==> src/rtl/div_pkg.sv <==
// Shared sizing and FSM state encoding for the sequential restoring divider.
package div_pkg;

  localparam int DIV_N = 8;

  function automatic int cnt_width(input int n);
    return $clog2(n + 1);
  endfunction

  localparam int CNT_W = cnt_width(DIV_N);

  typedef enum logic [2:0] {
    IDLE  = 3'd0,
    LOAD  = 3'd1,
    SHIFT = 3'd2,
    SUB   = 3'd3,
    FIX   = 3'd4,
    DONE  = 3'd5
  } div_state_e;

endpackage

==> src/rtl/div_controller.sv <==
// Divider control FSM: sequences capture, load, shift/subtract iterations,
// sign fix-up and the done pulse; emits one strobe per datapath action.
module div_controller
  import div_pkg::*;
(
  input  logic clk,
  input  logic rst_n,
  input  logic start,
  input  logic divisor_zero,
  input  logic t_neg,
  input  logic count_zero,
  output logic cap,
  output logic ld,
  output logic sft,
  output logic sub_ld,
  output logic dec,
  output logic fix,
  output logic busy,
  output logic done
);

  div_state_e state_q, state_d;

  // State register.
  always_ff @(posedge clk or negedge rst_n) begin
    if (!rst_n) begin
      state_q <= IDLE;
    end else begin
      state_q <= state_d;
    end
  end

  // Next-state and strobe decode.
  always_comb begin
    state_d = state_q;
    cap     = 1'b0;
    ld      = 1'b0;
    sft     = 1'b0;
    sub_ld  = 1'b0;
    dec     = 1'b0;
    fix     = 1'b0;
    busy    = (state_q != IDLE);
    done    = 1'b0;
    case (state_q)
      IDLE: begin
        if (start) begin
          cap     = 1'b1;
          state_d = LOAD;
        end else begin
          state_d = IDLE;
        end
      end
      // A zero divisor detours through FIX so both paths share its cycle;
      // FIX then leaves the divide-by-zero results written by LOAD intact.
      LOAD: begin
        ld      = 1'b1;
        state_d = divisor_zero ? FIX : SHIFT;
      end
      SHIFT: begin
        sft     = 1'b1;
        state_d = SUB;
      end
      SUB: begin
        dec     = 1'b1;
        sub_ld  = ~t_neg;
        state_d = count_zero ? FIX : SHIFT;
      end
      FIX: begin
        fix     = ~divisor_zero;
        state_d = DONE;
      end
      DONE: begin
        done    = 1'b1;
        state_d = IDLE;
      end
      default: begin
        state_d = IDLE;
      end
    endcase
  end

endmodule

==> src/rtl/seq_divider.sv <==
// Sequential signed restoring divider: magnitude A/Q/M datapath with a
// truncating sign fix-up, driven by div_controller.
module seq_divider
  import div_pkg::*;
#(
  parameter int N = DIV_N
) (
  input  logic         clk,
  input  logic         rst_n,
  input  logic         start,
  input  logic [N-1:0] dividend,
  input  logic [N-1:0] divisor,
  output logic [N-1:0] quotient,
  output logic [N-1:0] remainder,
  output logic         busy,
  output logic         done,
  output logic         div_by_zero
);

  localparam int            CW       = cnt_width(N);
  localparam logic [CW-1:0] CNT_INIT = CW'(N);
  localparam logic [CW-1:0] CNT_ONE  = {{(CW-1){1'b0}}, 1'b1};

  // Unsigned magnitude; the most negative value maps to 2^(N-1) exactly.
  function automatic logic [N-1:0] mag(input logic [N-1:0] x);
    mag = x[N-1] ? (-x) : x;
  endfunction

  logic [N-1:0]  dvd_q, dvd_d, dvs_q, dvs_d;
  logic [N:0]    a_q, a_d, m_q, m_d;
  logic [N-1:0]  qr_q, qr_d;
  logic [CW-1:0] cnt_q, cnt_d;
  logic          sgnq_q, sgnq_d, sgnr_q, sgnr_d;
  logic [N-1:0]  quo_q, quo_d, rem_q, rem_d;
  logic          dz_q, dz_d;

  logic [N:0] t_diff;
  logic       t_neg, divisor_zero, count_zero;
  logic       cap, ld, sft, sub_ld, dec, fix;

  assign t_diff       = a_q - m_q;
  assign t_neg        = t_diff[N];
  assign divisor_zero = (dvs_q == {N{1'b0}});
  assign count_zero   = (cnt_q == CNT_ONE);

  div_controller u_ctrl (
    .clk          (clk),
    .rst_n        (rst_n),
    .start        (start),
    .divisor_zero (divisor_zero),
    .t_neg        (t_neg),
    .count_zero   (count_zero),
    .cap          (cap),
    .ld           (ld),
    .sft          (sft),
    .sub_ld       (sub_ld),
    .dec          (dec),
    .fix          (fix),
    .busy         (busy),
    .done         (done)
  );

  // Datapath next-state; the strobes are one-hot per controller state.
  always_comb begin
    dvd_d  = dvd_q;
    dvs_d  = dvs_q;
    a_d    = a_q;
    m_d    = m_q;
    qr_d   = qr_q;
    cnt_d  = cnt_q;
    sgnq_d = sgnq_q;
    sgnr_d = sgnr_q;
    quo_d  = quo_q;
    rem_d  = rem_q;
    dz_d   = dz_q;
    if (cap) begin
      dvd_d = dividend;
      dvs_d = divisor;
    end else if (ld) begin
      a_d    = {(N+1){1'b0}};
      m_d    = {1'b0, mag(dvs_q)};
      qr_d   = mag(dvd_q);
      cnt_d  = CNT_INIT;
      sgnq_d = dvd_q[N-1] ^ dvs_q[N-1];
      sgnr_d = dvd_q[N-1];
      if (divisor_zero) begin
        quo_d = {N{1'b1}};
        rem_d = dvd_q;
        dz_d  = 1'b1;
      end else begin
        dz_d  = 1'b0;
      end
    end else if (sft) begin
      {a_d, qr_d} = {a_q, qr_q} << 1'b1;
    end else if (dec) begin
      if (sub_ld) begin
        a_d = t_diff;
      end else begin
        a_d = a_q;
      end
      qr_d[0] = ~t_neg;
      cnt_d   = cnt_q - CNT_ONE;
    end else if (fix) begin
      quo_d = sgnq_q ? (-qr_q) : qr_q;
      rem_d = sgnr_q ? (-a_q[N-1:0]) : a_q[N-1:0];
    end else begin
      cnt_d = cnt_q;
    end
  end

  // Datapath and result registers.
  always_ff @(posedge clk or negedge rst_n) begin
    if (!rst_n) begin
      dvd_q  <= {N{1'b0}};
      dvs_q  <= {N{1'b0}};
      a_q    <= {(N+1){1'b0}};
      m_q    <= {(N+1){1'b0}};
      qr_q   <= {N{1'b0}};
      cnt_q  <= {CW{1'b0}};
      sgnq_q <= 1'b0;
      sgnr_q <= 1'b0;
      quo_q  <= {N{1'b0}};
      rem_q  <= {N{1'b0}};
      dz_q   <= 1'b0;
    end else begin
      dvd_q  <= dvd_d;
      dvs_q  <= dvs_d;
      a_q    <= a_d;
      m_q    <= m_d;
      qr_q   <= qr_d;
      cnt_q  <= cnt_d;
      sgnq_q <= sgnq_d;
      sgnr_q <= sgnr_d;
      quo_q  <= quo_d;
      rem_q  <= rem_d;
      dz_q   <= dz_d;
    end
  end

  assign quotient    = quo_q;
  assign remainder   = rem_q;
  assign div_by_zero = dz_q;

endmodule

==> config.mk <==
export PLATFORM = sky130hd
export DESIGN_NAME = seq_divider
export DESIGN_NICKNAME = d
export VERILOG_FILES = /design/src/rtl/div_pkg.sv /design/src/rtl/div_controller.sv /design/src/rtl/seq_divider.sv
export SDC_FILE = /design/constraint.sdc
export NUM_CORES = 1
export LEC_CHECK = 0
export ABC_AREA = 1
export ABC_CLOCK_PERIOD_IN_PS = 4650
export CORE_UTILIZATION = 40
export DETAILED_ROUTE_END_ITERATION = 8
export PLACE_DENSITY = 0.58
export SYNTH_ARGS = -nofsm -noshare
export SYNTH_HDL_FRONTEND = slang
export SYNTH_SLANG_ARGS = --single-unit
==> constraint.sdc <==
create_clock -name clk -period 4.65 [get_ports clk]
set_input_delay 0.465 -clock clk [delete_from_list [all_inputs] [get_ports clk]]
set_output_delay 0.465 -clock clk [all_outputs]
set_load 0.01 [all_outputs]
==> results.md <==
- P_int: 1.91 mW
- Area fraction of the dominant cell type after synthesis: 41.5%
- DR pass1 iterations: 4
- Final WS setup: 2.24 ns
- Crit-path slowest cell: nand3_4
- Crit share post-route: 51.9%
- Top_reg_cell synth: dfrtp_1
- 1st-iter DRT viols: 212
- Clock transition at the registers of the reported paths: 0.08 ns
- Final WL: 9130 um
- Resize count post-CTS: 0
- Final Hold Vio Count: 0
- Flop pwr share: 30.2%
- H-tree depth: 3
- CTS Buf Count: 9
- Share of cells above drive strength 1: 7.96%
- Final Setup Violations: 0
- FP Rows: 36
- Ports: 38
- Largest fanout on the critical path: 47
- Post-Syn Area per Cell: 7.79 um^2
- CP arrival: 2.65 ns
- Area added between synthesis and finish: 13.7%
- Crit start category: flip-flop
- Sequential element share of the synthesized area: 41.5%
- Syn Inst Count: 519
- Power Density: 805 nW/um^2
- Buffers on Ports: 37
- Post-CTS Setup Bufs: 0
- Final-layout fill cell count: 996
- Kind of critical path: flip-flop to flip-flop
- Remaining antenna violation count: 0
- CTS Hold Bufs: 0
- Final GP Congestion: 0.792
- Clk_lat worst skew: 0.35 ns
- CP Cell Sequence: inv_2 > nand3_4 > nand2_4 > nand2_1 > nand2_2 > inv_2 > o21ai_1 > nand2_1
- Max Slew Vio Count: 0
- Psw: 1.79 mW
- CTS root buf: clkbuf_8
- Worst hold-check path type: input pin to asynchronous set/reset pin
- Part of the power in combinational logic: 57.9%
- Detailed-route via count: 3393
- Clk pwr share: 11.9%
- Vias in the first global route: 3180
- Syn Nets: 553
- Buf+Inv Stages, Crit Path: 2
- Setup TNS: 0 ns
- # DRC: 0
- Aggregate global routing overflow: 0
- Post-synth EDFFs: 0
- Design Power: 3.70 mW
- Largest cells by area after synthesis: dfrtp_1, nand2_1, inv_1
- Post-synth cell types: 43
- Flops & latches, synth: 67
- Multi-input logic area: 1950 um^2
- Post-synth top area cell: dfrtp_1
- Switching share of total power: 48.4%
- Via-per-instance ratio: 4.95
- Die area: 10500 um^2
- Horiz. Die Dim: 103 um
- Asr flop ratio synth: 100%
- Dpl ws: 2.23 ns
- Core Area: 9770 um^2
- Register Area: 1680 um^2
- Initial core utilization: 41.3%
- Measured slew at the worst slew-check pin: 1.06 ns
- First-pass GRT wire length: 15600 um
- CTS tree: done
- Maximum VDD drop: 301 uV
- GRT Util Overall: 19.3%
- Worst slew margin: 29.5%
- Critical Path RT: 4.89 ns
- Critical path capture point type: flip-flop
- Largest net degree at the start of global routing: 68
- Clock skew: 0.00955 ns
- Maximum clock insertion buffer count: 2
- Fmax: 414 MHz
- Min cycle time layout: 2.41 ns
- Sink Count: 67
- Detailed Place HPWL: 6520 um
- Initial antenna violation count: 0
- Status: complete, no violations
- Die Height: 103 um
- RSZ-0062 raised after global routing: no
- # diodes: 0
- Slowest cell delay on critical path: 0.47 ns
- WL/cell: 13.3 um
- Netlist Area Pre-Place: 4040 um^2
- Pleak: 2.26 nW
- Max-cap viol count: 0
- Nets: 582
- Delay-heaviest family, CP: simple AND/OR/NAND/NOR gates
- Synth Warn #: 0
## cells by family after synthesis
logic type	share of synthesized area, %
multiplexers	0.279
buffers and inverters	10.2
AND/OR/NAND/NOR	27.0
adder cells (fa/ha/maj)	4.83
flip-flops	41.5
XOR/XNOR	2.60
AO/OA/AOI/OAI	13.6
## power by group through the flow
stage          clock network, mW  logic, mW  registers, mW
2_1_floorplan                  0       1.71           1.07
3_3_place_gp                   0       2.11           1.13
3_5_place_dp                   0       2.13           1.13
4_1_cts                    0.447       2.15           1.12
5_1_grt                    0.475       2.46           1.17
6_report                   0.441       2.14           1.12
## flip-flops by register name (all words and copies together), names as in the netlist
register	count
sgnq_q	1
u_ctrl.state_q	3
quotient	8
a_q	9
sgnr_q	1
div_by_zero	1
qr_q	8
cnt_q	4
remainder	8
m_q	8
dvs_q	8
dvd_q	8
## layout make-up
class,instances,area share [%]
inverter,67,5.53
multi-input combinational,365,42.5
sequential,67,36.5
clock inverter,4,0.572
tap,133,3.62
clock buffer,12,3.16
timing repair buffer,38,8.12
## synthesized netlist by cell type (2+ instances only)
cell type,n
a31oi_1,2
inv_2,6
nand3_4,3
xor2_1,10
nor2_1,46
xnor2_1,2
a21oi_1,31
o21ai_1,22
buf_4,4
buf_6,6
dfrtp_1,67
nand2_1,129
a22oi_2,2
nand2_4,2
a22oi_1,3
nand3_2,4
nor3_1,3
buf_2,5
nor2_2,2
o22ai_1,3
inv_1,60
o21ai_0,27
nand3_1,33
ha_1,14
clkbuf_1,4
o21ai_2,2
nand3b_1,3
nand4_1,9
## per-stage QoR
step                      hold slack, ns  utilization, %  area [um^2]  std cells
final                              0.320            47.0         4590        686
after global routing               0.407            47.0         4590        686
after CTS                          0.362            47.0         4590        686
after detailed placement           0.465            45.3         4420        670
after global placement             0.461            45.3         4420        670
after floorplan                    0.169               -         4040        519
## cells in the final DEF (no fill, tap or decap), drive strengths merged, types with 2 or more instances in the layout
cell and count:
nand2 132, dfrtp 67, inv 67, o21ai 51, nor2 48, nand3 40, clkdlybuf4s50 36, a21oi 31
ha 14, clkbuf 12, xor2 10, nand4 9, a22oi 5, nor3 4, o22ai 4, nand3b 3
clkinv 3, xnor2 2, a31oi 2, or2 2, buf 2
## worst paths after layout
kind | depth (start not counted) | start | to | slack [ns]
min | 2 | rst_n | remainder[5] | 0.32
min in group clk | 1 | cnt_q[3] | cnt_q[3] | 0.47
max | 8 | u_ctrl.state_q[2] | remainder[4] | 2.24
max reg2reg | 8 | u_ctrl.state_q[2] | remainder[4] | 2.24
min reg2reg | 1 | cnt_q[3] | cnt_q[3] | 0.47
max in group asynchronous | 2 | rst_n | u_ctrl.state_q[1] | 3.78
## routing by layer
metal	GRT usage, %	vias to the layer above	part of all wire, %
li1	-	1753	-
met1	28.3	1554	51
met2	28.4	76	43
met3	3.46	10	5.1
met4	6.81	0	1.4
met5	0	-	0
(Power assumes the default switching activity.)
